`config.mk`:
```
export PLATFORM = sky130hd
export DESIGN_NAME = roteamento_rr_flat
export DESIGN_NICKNAME = d
export VERILOG_FILES = /design/src/rtl/roteamento_rr_pkg.sv /design/src/rtl/roteamento_rr_if.sv /design/src/rtl/roteamento_rr_arbiter.sv /design/src/rtl/roteamento_rr.sv /design/src/flat_wrapper.sv
export SDC_FILE = /design/constraint.sdc
export NUM_CORES = 1
export LEC_CHECK = 0
export CAP_MARGIN = 20
export CORE_MARGIN = 2
export CORE_UTILIZATION = 28
export DETAILED_ROUTE_END_ITERATION = 10
export PLACE_DENSITY = 0.49
export SYNTH_ARGS = -nofsm -noshare
export SYNTH_HDL_FRONTEND = slang
export SYNTH_SLANG_ARGS = --single-unit
```
`constraint.sdc`:
```
create_clock -name clock -period 5.1 [get_ports clock]
set_input_delay 1.02 -clock clock [delete_from_list [all_inputs] [get_ports clock]]
set_output_delay 1.02 -clock clock [all_outputs]
set_load 0.01 [all_outputs]
```
`src/rtl/roteamento_rr_pkg.sv`:
```
// Shared types and defaults for the roteamento_rr router.
package roteamento_pkg;

  typedef enum logic {
    MODO_FIXO = 1'b0,
    MODO_RR   = 1'b1
  } modo_t;

  localparam int unsigned NBITS_DEF = 4;
  localparam int unsigned NCH_DEF   = 4;

  // Modular add for channel indices when the channel count is not a power of two.
  function automatic int unsigned wrap_add(input int unsigned base, input int unsigned off,
                                           input int unsigned n);
    int unsigned s;
    s = base + off;
    if (s >= n) s = s - n;
    return s;
  endfunction

endpackage

```
`src/rtl/roteamento_rr_if.sv`:
```
// Producer/consumer bundle of the router: NCH input channels, one buffered output.
interface roteamento_rr_if
  import roteamento_pkg::*;
#(
  parameter int unsigned NBITS = NBITS_DEF,
  parameter int unsigned NCH   = NCH_DEF
) ();

  localparam int unsigned CW = $clog2(NCH);

  logic [NCH*NBITS-1:0] in_data;
  logic [NCH-1:0]       in_valid;
  logic [NCH-1:0]       in_ready;
  modo_t                modo;
  logic [CW-1:0]        sel;
  logic [NBITS-1:0]     out_data;
  logic [CW-1:0]        out_ch;
  logic                 out_valid;
  logic                 out_ready;

  modport master (
    output in_data, in_valid, modo, sel, out_ready,
    input  in_ready, out_data, out_ch, out_valid
  );

  modport slave (
    input  in_data, in_valid, modo, sel, out_ready,
    output in_ready, out_data, out_ch, out_valid
  );

endinterface

```
`src/rtl/roteamento_rr_arbiter.sv`:
```
// Combinational round-robin arbiter: first requester at or after ptr, wrapping at NCH.
module rr_arbiter
  import roteamento_pkg::*;
#(
  parameter int unsigned NCH = NCH_DEF,
  localparam int unsigned CW = $clog2(NCH)
) (
  input  logic [NCH-1:0] i_req,
  input  logic [CW-1:0]  i_ptr,
  output logic [NCH-1:0] o_grant,
  output logic [CW-1:0]  o_idx,
  output logic           o_any
);

  // Scan from the farthest offset down so the closest requester to ptr wins.
  always_comb begin
    o_grant = '0;
    o_idx   = '0;
    o_any   = 1'b0;
    for (int unsigned k = NCH; k > 0; k--) begin
      if (i_req[CW'(wrap_add(32'(i_ptr), k - 1, NCH))]) begin
        o_grant = '0;
        o_grant[CW'(wrap_add(32'(i_ptr), k - 1, NCH))] = 1'b1;
        o_idx   = CW'(wrap_add(32'(i_ptr), k - 1, NCH));
        o_any   = 1'b1;
      end
    end
  end

endmodule

```
`src/rtl/roteamento_rr.sv`:
```
// N-channel router with fixed or round-robin selection into a one-entry output buffer.
module roteamento_rr
  import roteamento_pkg::*;
#(
  parameter int unsigned NBITS = NBITS_DEF,
  parameter int unsigned NCH   = NCH_DEF
) (
  input logic            clock,
  input logic            reset,
  roteamento_rr_if.slave bus
);

  localparam int unsigned CW   = $clog2(NCH);
  localparam int unsigned SELW = 1 << CW;

  logic [NBITS-1:0] r_data;
  logic [CW-1:0]    r_ch;
  logic [CW-1:0]    r_ptr;
  logic             r_valid;

  logic [NCH-1:0]   w_rr_grant;
  logic [CW-1:0]    w_rr_idx;
  logic             w_rr_any;
  logic [SELW-1:0]  w_valid_ext;
  logic             w_fix_any;
  logic [NCH-1:0]   w_fix_grant;
  logic [NCH-1:0]   w_grant;
  logic [CW-1:0]    w_idx;
  logic             w_any;
  logic             w_load;
  logic [NBITS-1:0] w_word;

  rr_arbiter #(.NCH(NCH)) u_arb (
    .i_req   (bus.in_valid),
    .i_ptr   (r_ptr),
    .o_grant (w_rr_grant),
    .o_idx   (w_rr_idx),
    .o_any   (w_rr_any)
  );

  // Zero-extend valids to the full sel range so out-of-range sel reads as no request.
  assign w_valid_ext = SELW'(bus.in_valid);
  assign w_fix_any   = w_valid_ext[bus.sel];
  assign w_fix_grant = w_fix_any ? (NCH'(1) << bus.sel) : '0;

  always_comb begin
    w_grant = w_fix_grant;
    w_idx   = bus.sel;
    w_any   = w_fix_any;
    if (bus.modo == MODO_RR) begin
      w_grant = w_rr_grant;
      w_idx   = w_rr_idx;
      w_any   = w_rr_any;
    end
  end

  // Buffer can take a word when empty or being drained this cycle.
  assign w_load       = !r_valid || bus.out_ready;
  assign bus.in_ready = {NCH{w_load}} & w_grant;

  always_comb begin
    w_word = '0;
    for (int unsigned i = 0; i < NCH; i++) begin
      if (w_grant[i]) w_word = w_word | bus.in_data[i*NBITS +: NBITS];
    end
  end

  always_ff @(posedge clock or posedge reset) begin
    if (reset) begin
      r_data  <= '0;
      r_ch    <= '0;
      r_valid <= 1'b0;
      r_ptr   <= '0;
    end else if (w_load) begin
      r_valid <= w_any;
      if (w_any) begin
        r_data <= w_word;
        r_ch   <= w_idx;
        if (bus.modo == MODO_RR) r_ptr <= CW'(wrap_add(32'(w_idx), 1, NCH));
      end
    end
  end

  assign bus.out_data  = r_data;
  assign bus.out_ch    = r_ch;
  assign bus.out_valid = r_valid;

endmodule

```
`src/flat_wrapper.sv`:
```
// flat-port wrapper written by rule: the top's interface ports become plain ports
module roteamento_rr_flat import roteamento_pkg::*;
#(
  parameter int unsigned NBITS = NBITS_DEF,
  parameter int unsigned NCH   = NCH_DEF
)
  (clock, reset, bus_in_data, bus_in_valid, bus_modo, bus_sel, bus_out_ready, bus_in_ready, bus_out_data, bus_out_ch, bus_out_valid);
  roteamento_rr_if #(.NBITS(NBITS), .NCH(NCH)) bus_i ();
  input logic clock;
  input logic reset;
  input wire logic [$bits(bus_i.in_data)-1:0] bus_in_data;
  input wire logic [$bits(bus_i.in_valid)-1:0] bus_in_valid;
  input wire logic [$bits(bus_i.modo)-1:0] bus_modo;
  input wire logic [$bits(bus_i.sel)-1:0] bus_sel;
  input wire logic [$bits(bus_i.out_ready)-1:0] bus_out_ready;
  output wire logic [$bits(bus_i.in_ready)-1:0] bus_in_ready;
  output wire logic [$bits(bus_i.out_data)-1:0] bus_out_data;
  output wire logic [$bits(bus_i.out_ch)-1:0] bus_out_ch;
  output wire logic [$bits(bus_i.out_valid)-1:0] bus_out_valid;
  assign bus_i.in_data = bus_in_data;
  assign bus_i.in_valid = bus_in_valid;
  assign bus_i.modo = bus_modo;
  assign bus_i.sel = bus_sel;
  assign bus_i.out_ready = bus_out_ready;
  assign bus_in_ready = bus_i.in_ready;
  assign bus_out_data = bus_i.out_data;
  assign bus_out_ch = bus_i.out_ch;
  assign bus_out_valid = bus_i.out_valid;
  roteamento_rr #(.NBITS(NBITS), .NCH(NCH)) u_core (.clock(clock), .reset(reset), .bus(bus_i));
endmodule
```
==> After elaboration in Yosys (flattened, before gate mapping) <==
Cells that the tools add are included.
{ "op_classes": {"addsub": 9, "multipliers": 0, "n_div": 0, "order_cmp": 18, "eq_ne": 0, "shifts": 1, "muxes": 47, "bitwise_logic": 4, "n_reduce_logical": 8} }
{ "op_table": {"columns": ["op", "n"], "rows": [
  ["$mux W4", 10],
  ["$mux W2", 14],
  ["$lt A2 B3 Y1 const B", 9],
  ["$mux W1", 14],
  ["$ge A3 B3 Y1 const B", 4],
  ["$or A4 B4 Y4", 3],
  ["$bmux W1 S2", 5],
  ["$sub A2 B1 Y2 const B", 5],
  ["$demux W1 S2", 4],
  ["$ge A2 B1 Y1 const B", 4],
  ["$add A2 B1 Y3 const B", 2],
  ["$add A2 B2 Y3 const B", 2],
  ["$and A4 B4 Y4", 1],
  ["$logic_and A1 B1 Y1", 4],
  ["$shl A1 B2 Y4 const A", 1],
  ["$ge A2 B3 Y1 const B", 1],
  ["$reduce_and A3 Y1", 1],
  ["$reduce_and A2 Y1", 1],
  ["$logic_not A1 Y1", 1],
  ["$logic_or A1 B1 Y1", 1]
]} }
{ "totals": {"ff_bits": 9, "latch_bits": 0, "ramBits": 0, "mem_bits_ro": 0, "inputBits": 26, "out_inout_bits": 11, "word_cells": 91, "memories": 0} }

==> Longest topological paths before layout <==
{ "depth": {"depth_word": 22, "depth_mapped": 10, "mapped_depth_nobuf": 8} }

==> Hierarchy <==
Synthesis repeated with hierarchy kept, for this count alone.
{ "hier_totals": {"hier_cells": 128, "hier_area_um2": 1176.1} }
{ "modules_own_cells": {"columns": ["mod", "n_inst", "cells_per_inst", "area_per_inst_um2", "seq_area_each_um2"], "rows": [
  ["roteamento_rr", 1, 67, 666.9, 225.2],
  ["rr_arbiter", 1, 61, 509.2, 0.0]
]} }

==> Worst setup path after synthesis <==
Ideal clock, no wire load.
{ "synth_path": {"path_type": "register to output", "start": "register u_core.r_ptr[1]", "end": "output port bus_in_ready[0]", "arrival_ps": 2445, "t_required_ps": 4080, "setup_slack_ps": 1635, "stages_incl_launch_ff": 11, "n_path_buf": 2, "cell_sequence": "dfrtp_1 > buf_6 > inv_1 > ha_1 > buf_6 > or3b_2 > a211oi_1 > o21ai_0 > nand2_1 > nand2_1 > a21oi_1"} }
{ "synth_between": {"elab_chain_cells": 14, "word_cells_on_any_way": 53, "classes_between": "add/sub: 7; order compare: 12; mux: 29; bitwise: 1; reduce/logical: 4"} }
{ "synth_lines": {"columns": ["element", "line_no", "source"], "rows": [
  ["start: declaration", "roteamento_rr.sv:18", "logic [CW-1:0] r_ptr;"],
  ["start signal: assignment", "roteamento_rr.sv:79", "if (bus.modo == MODO_RR) r_ptr <= CW'(wrap_add(32'(w_idx), 1, NCH));"],
  ["$add A2 B2 Y3", "roteamento_rr_pkg.sv:16", "s = base + off;"],
  ["$ge A3 B3 Y1 / $sub A2 B1 Y2 (equally long branches)", "roteamento_rr_pkg.sv:17", "if (s >= n) s = s - n;"],
  ["$mux W2", "roteamento_rr_pkg.sv:17", null],
  ["$mux W2", "roteamento_rr_arbiter.sv:21", "if (i_req[CW'(wrap_add(32'(i_ptr), k - 1, NCH))]) begin"],
  ["$lt A2 B3 Y1 (not written as such) / $ge A2 B1 Y1 (equally long branches)", "roteamento_rr_arbiter.sv:23", "o_grant[CW'(wrap_add(32'(i_ptr), k - 1, NCH))] = 1'b1;"],
  ["$logic_and A1 B1 Y1 (not written as such)", "roteamento_rr_arbiter.sv:23", null],
  ["$mux W1 (not written as such)", "roteamento_rr_arbiter.sv:23", null],
  ["$demux W1 S2", "roteamento_rr_arbiter.sv:23", null],
  ["$mux W4 (3 in series)", "roteamento_rr_arbiter.sv:21", null],
  ["$mux W4 *", "roteamento_rr_arbiter.sv:21", null],
  ["$mux W4 *", "roteamento_rr.sv:50", "if (bus.modo == MODO_RR) begin"],
  ["$and A4 B4 Y4 *", "roteamento_rr.sv:59", "assign bus.in_ready = {NCH{w_load}} & w_grant;"],
  ["end: declaration", "flat_wrapper.sv:16", "output wire logic [$bits(bus_i.in_ready)-1:0] bus_in_ready;"]
]} }
Mark *: on every way between the ends. The rest lies on a longest branch, timed or not. The select of a mux whose other input is x is not followed.

==> Worst setup path in the final report <==
Same ends and word-level chain as after synthesis.

==> flow_summary.toml <==
[power_and_ir_drop]
p_sw_uw = 333
p_comb_share_pct = 70.2
pwr-share-seq_pct = 18.6
powerDensity_nw_per_um2 = 411
ir_worst_vdd_v = 0.000175
clkPwrFrac_pct = 11.2
p_int_uw = 389
leakage_uw = 0.000647
p_sw_share_pct = 46.1

[global_routing]
antenna_found_initial = 0
grt_usage_pct = 15.3
grt_pass1_wl_um = 6650
grt_overflow = 0
grt_max_degree = 22
grt_pass1_vias = 1434

[worst_hold_path]
hold_start = "u_core.bus.out_ch[0]$_DFFE_PP0P_"
holdPathEnd = "u_core.bus.out_ch[0]$_DFFE_PP0P_"
hold_path_class = "flop to flop"
hold-path-cell-count = 1

[cts]
cts_tree = "yes"
cts_buffer_depth = 2
cts_setup_buffers = 0
hold_buffers = 0
numCtsBuffers = 3
htreeDepth = 1
cts-root-buf = "clkbuf_8"
cts.sinks = 9
cts_resized = 0
cts.clk_slew.worst_paths_ns = 0.04
worstSkewPairLatency_ns = 0.23

[sta]
layout_min_cycle_time_ns = 4.72
max_freq_mhz = 212
slew_headroom_pct = 57.0
report.final.slew_viol_count = 0
fin_tns_setup_ns = 0
final.period_utilization_pct = 92.6
tightest_slew_ns = 0.639
rsz0062_at_grt = "false"
final.setup_skew_ns = 0.00225
hold_viol = 0
setup_ws_ns = 0.378
setup_viol = 0

[logic_synthesis]
synth_top_area_share_pct = 16.9
ys_warn_count = 0
async_flop_share_pct = 100
synth_area_leaders = "dfrtp_1 17%, a21oi_1 6.8%, ha_1 6.6%"
ys_seq_area_share_pct = 16.9
synth_seq_cells = 9
syn-num-nets = 201
ys.flop_type = "dfrtp_1"
synth_top_area_cell = "dfrtp_1"
post_synth.cell_area_avg_sq_um = 7.92
syn_inst = 168
synthDistinctLibCells = 45
syn_area_sq_um = 1330
synth_edf_count = 0

[critical_path]
end_kind = "output port"
cp_max_fo = 12
crit_path_start = "u_core.r_ptr[1]$_DFFE_PP0P_"
reg2reg_depth = 8
regToRegSetupSlack_ns = 1.79
start_kind = "flop"
worst-endpoint-arrival_ns = 3.70
critical_path_class = "flop to output port"
r2r-end = "u_core.bus.out_data[3]$_DFFE_PP0P_"
regToRegStartpoint = "u_core.r_ptr[1]$_DFFE_PP0P_"
crit_required_ns = 4.08

[run]
drv_cap = 0

[route]
route.met2.wl_um = 1890
viasPerCell = 5.73
wl_met3_um = 148
antenna_left = 0
vias = 1461
wirelength_um = 3960
initialDrtViolationCount = 176
highest_layer = "met4"
drc = 0
wire_per_inst_um = 15.5
wl_met1_um = 1890
drt_first_pass_iters = 4

[layout]
syn_to_final_growth_pct = 32.0
nets = 235
antennaDiodeCount = 0
multi_input_area_sq_um = 991
finalCoreUtilization_pct = 37.7
final_cell_area_sq_um = 1760
fillers = 485
drive_gt1_share_pct = 10.4
seqCellArea_sq_um = 225
final_common_cell = "clkdlybuf4s50_1"
final_cell_mix = "36 x clkdlybuf4s50_1, 18 x a21oi_1, 16 x nand2_1"

[place]
gp_congestion = 1.03
post-dp-hpwl_um = 3160
dpl-instance-area_sq_um = 1710
pre_cts_ws_ns = 0.517
portBuffers = 36

[die]
rows = 25
core_sq_um = 4660
die_x_um = 73.0
initial_core_util_pct = 28.6
io_pins = 37
die_h_um = 73.0
die_area_sq_um = 5320

[status]
status = "finished clean"
## critical path: stages, from the launching register on
cell and delay [ns]:
dfrtp_1 0.63, inv_1 0.24, ha_1 0.46, or3b_2 0.48
a211oi_1 0.42, o21ai_0 0.35, nand2_1 0.14, nand2_1 0.05
a21oi_1 0.14, clkdlybuf4s50_1 0.55
## per-stage QoR
stage	hold slack, ns	total power (uW)	cells
2_1_floorplan	0.551	496	168
3_3_place_gp	0.497	634	251
4_1_cts	0.521	723	255
5_1_grt	0.539	783	255
3_5_place_dp	0.506	638	251
6_report	0.518	722	255
## kinds of logic (layout without fill, tap and decap cells)
kind of cell	count (synthesis)	after routing	synth area share, %
AO/OA/AOI/OAI	62	62	31.8
AND/OR/NAND/NOR	55	55	22.4
buffers and inverters	20	53	8.65
multiplexers	14	14	13.1
flip-flops	9	9	16.9
adder cells (fa/ha/maj)	7	7	6.58
XOR/XNOR	1	1	0.658
## registers in the layout (all words and copies together) (netlist names)
name,count
u_core.bus.out_data,4
u_core.bus.out_ch,2
u_core.r_ptr,2
u_core.bus.out_valid,1
## synthesized netlist by cell type, types with 2 or more instances
cell type  instances
nor3_1             2
mux4_2             2
mux2i_1            5
mux2_2             7
a2111oi_1          4
inv_1              8
o22ai_1            5
nand3b_1           4
buf_6              4
o21ai_0            8
nor2_1            11
a32oi_1            2
ha_1               7
o311a_1            2
a21oi_1           18
nand4_1            3
nand2b_1           4
nor2b_1            2
a211oi_1           2
dfrtp_1            9
or3b_2             2
nor3b_1            4
clkbuf_1           2
a21boi_0           3
a31oi_1           10
buf_2              4
nand2_1           16
## power groups by stage
stage | Sequential, uW | Combinational [uW] | Clock (uW)
6_report | 134 | 507 | 80.8
5_1_grt | 142 | 555 | 85.9
4_1_cts | 135 | 506 | 82.0
3_5_place_dp | 136 | 503 | 0
3_3_place_gp | 134 | 499 | 0
2_1_floorplan | 135 | 361 | 0
## routing by layer
metal | global-route usage, % | up-vias
met5 | 0 | -
met4 | 4.53 | 0
met3 | 1.52 | 4
met2 | 24.4 | 39
met1 | 21.8 | 715
li1 | - | 703
## cell type report
class | instances | area share (%)
well taps | 54 | 3.85
inverters | 8 | 1.71
clock buffers | 4 | 2.56
multi-input cells | 139 | 56.4
repair buffers | 41 | 22.6
flip-flops and latches | 9 | 12.8
## worst max path at each step
stage                            endpoint  slack (ns)  depth (start not counted)
after floorplan           bus_in_ready[0]        1.63                         10
after global placement    bus_in_ready[0]        0.54                          8
after detailed placement  bus_in_ready[0]        0.52                          8
after CTS                 bus_in_ready[0]        0.41                          9
after global routing      bus_in_ready[2]        0.06                          9
final                     bus_in_ready[0]        0.38                          9
Power figures use the tool's default switching activity.
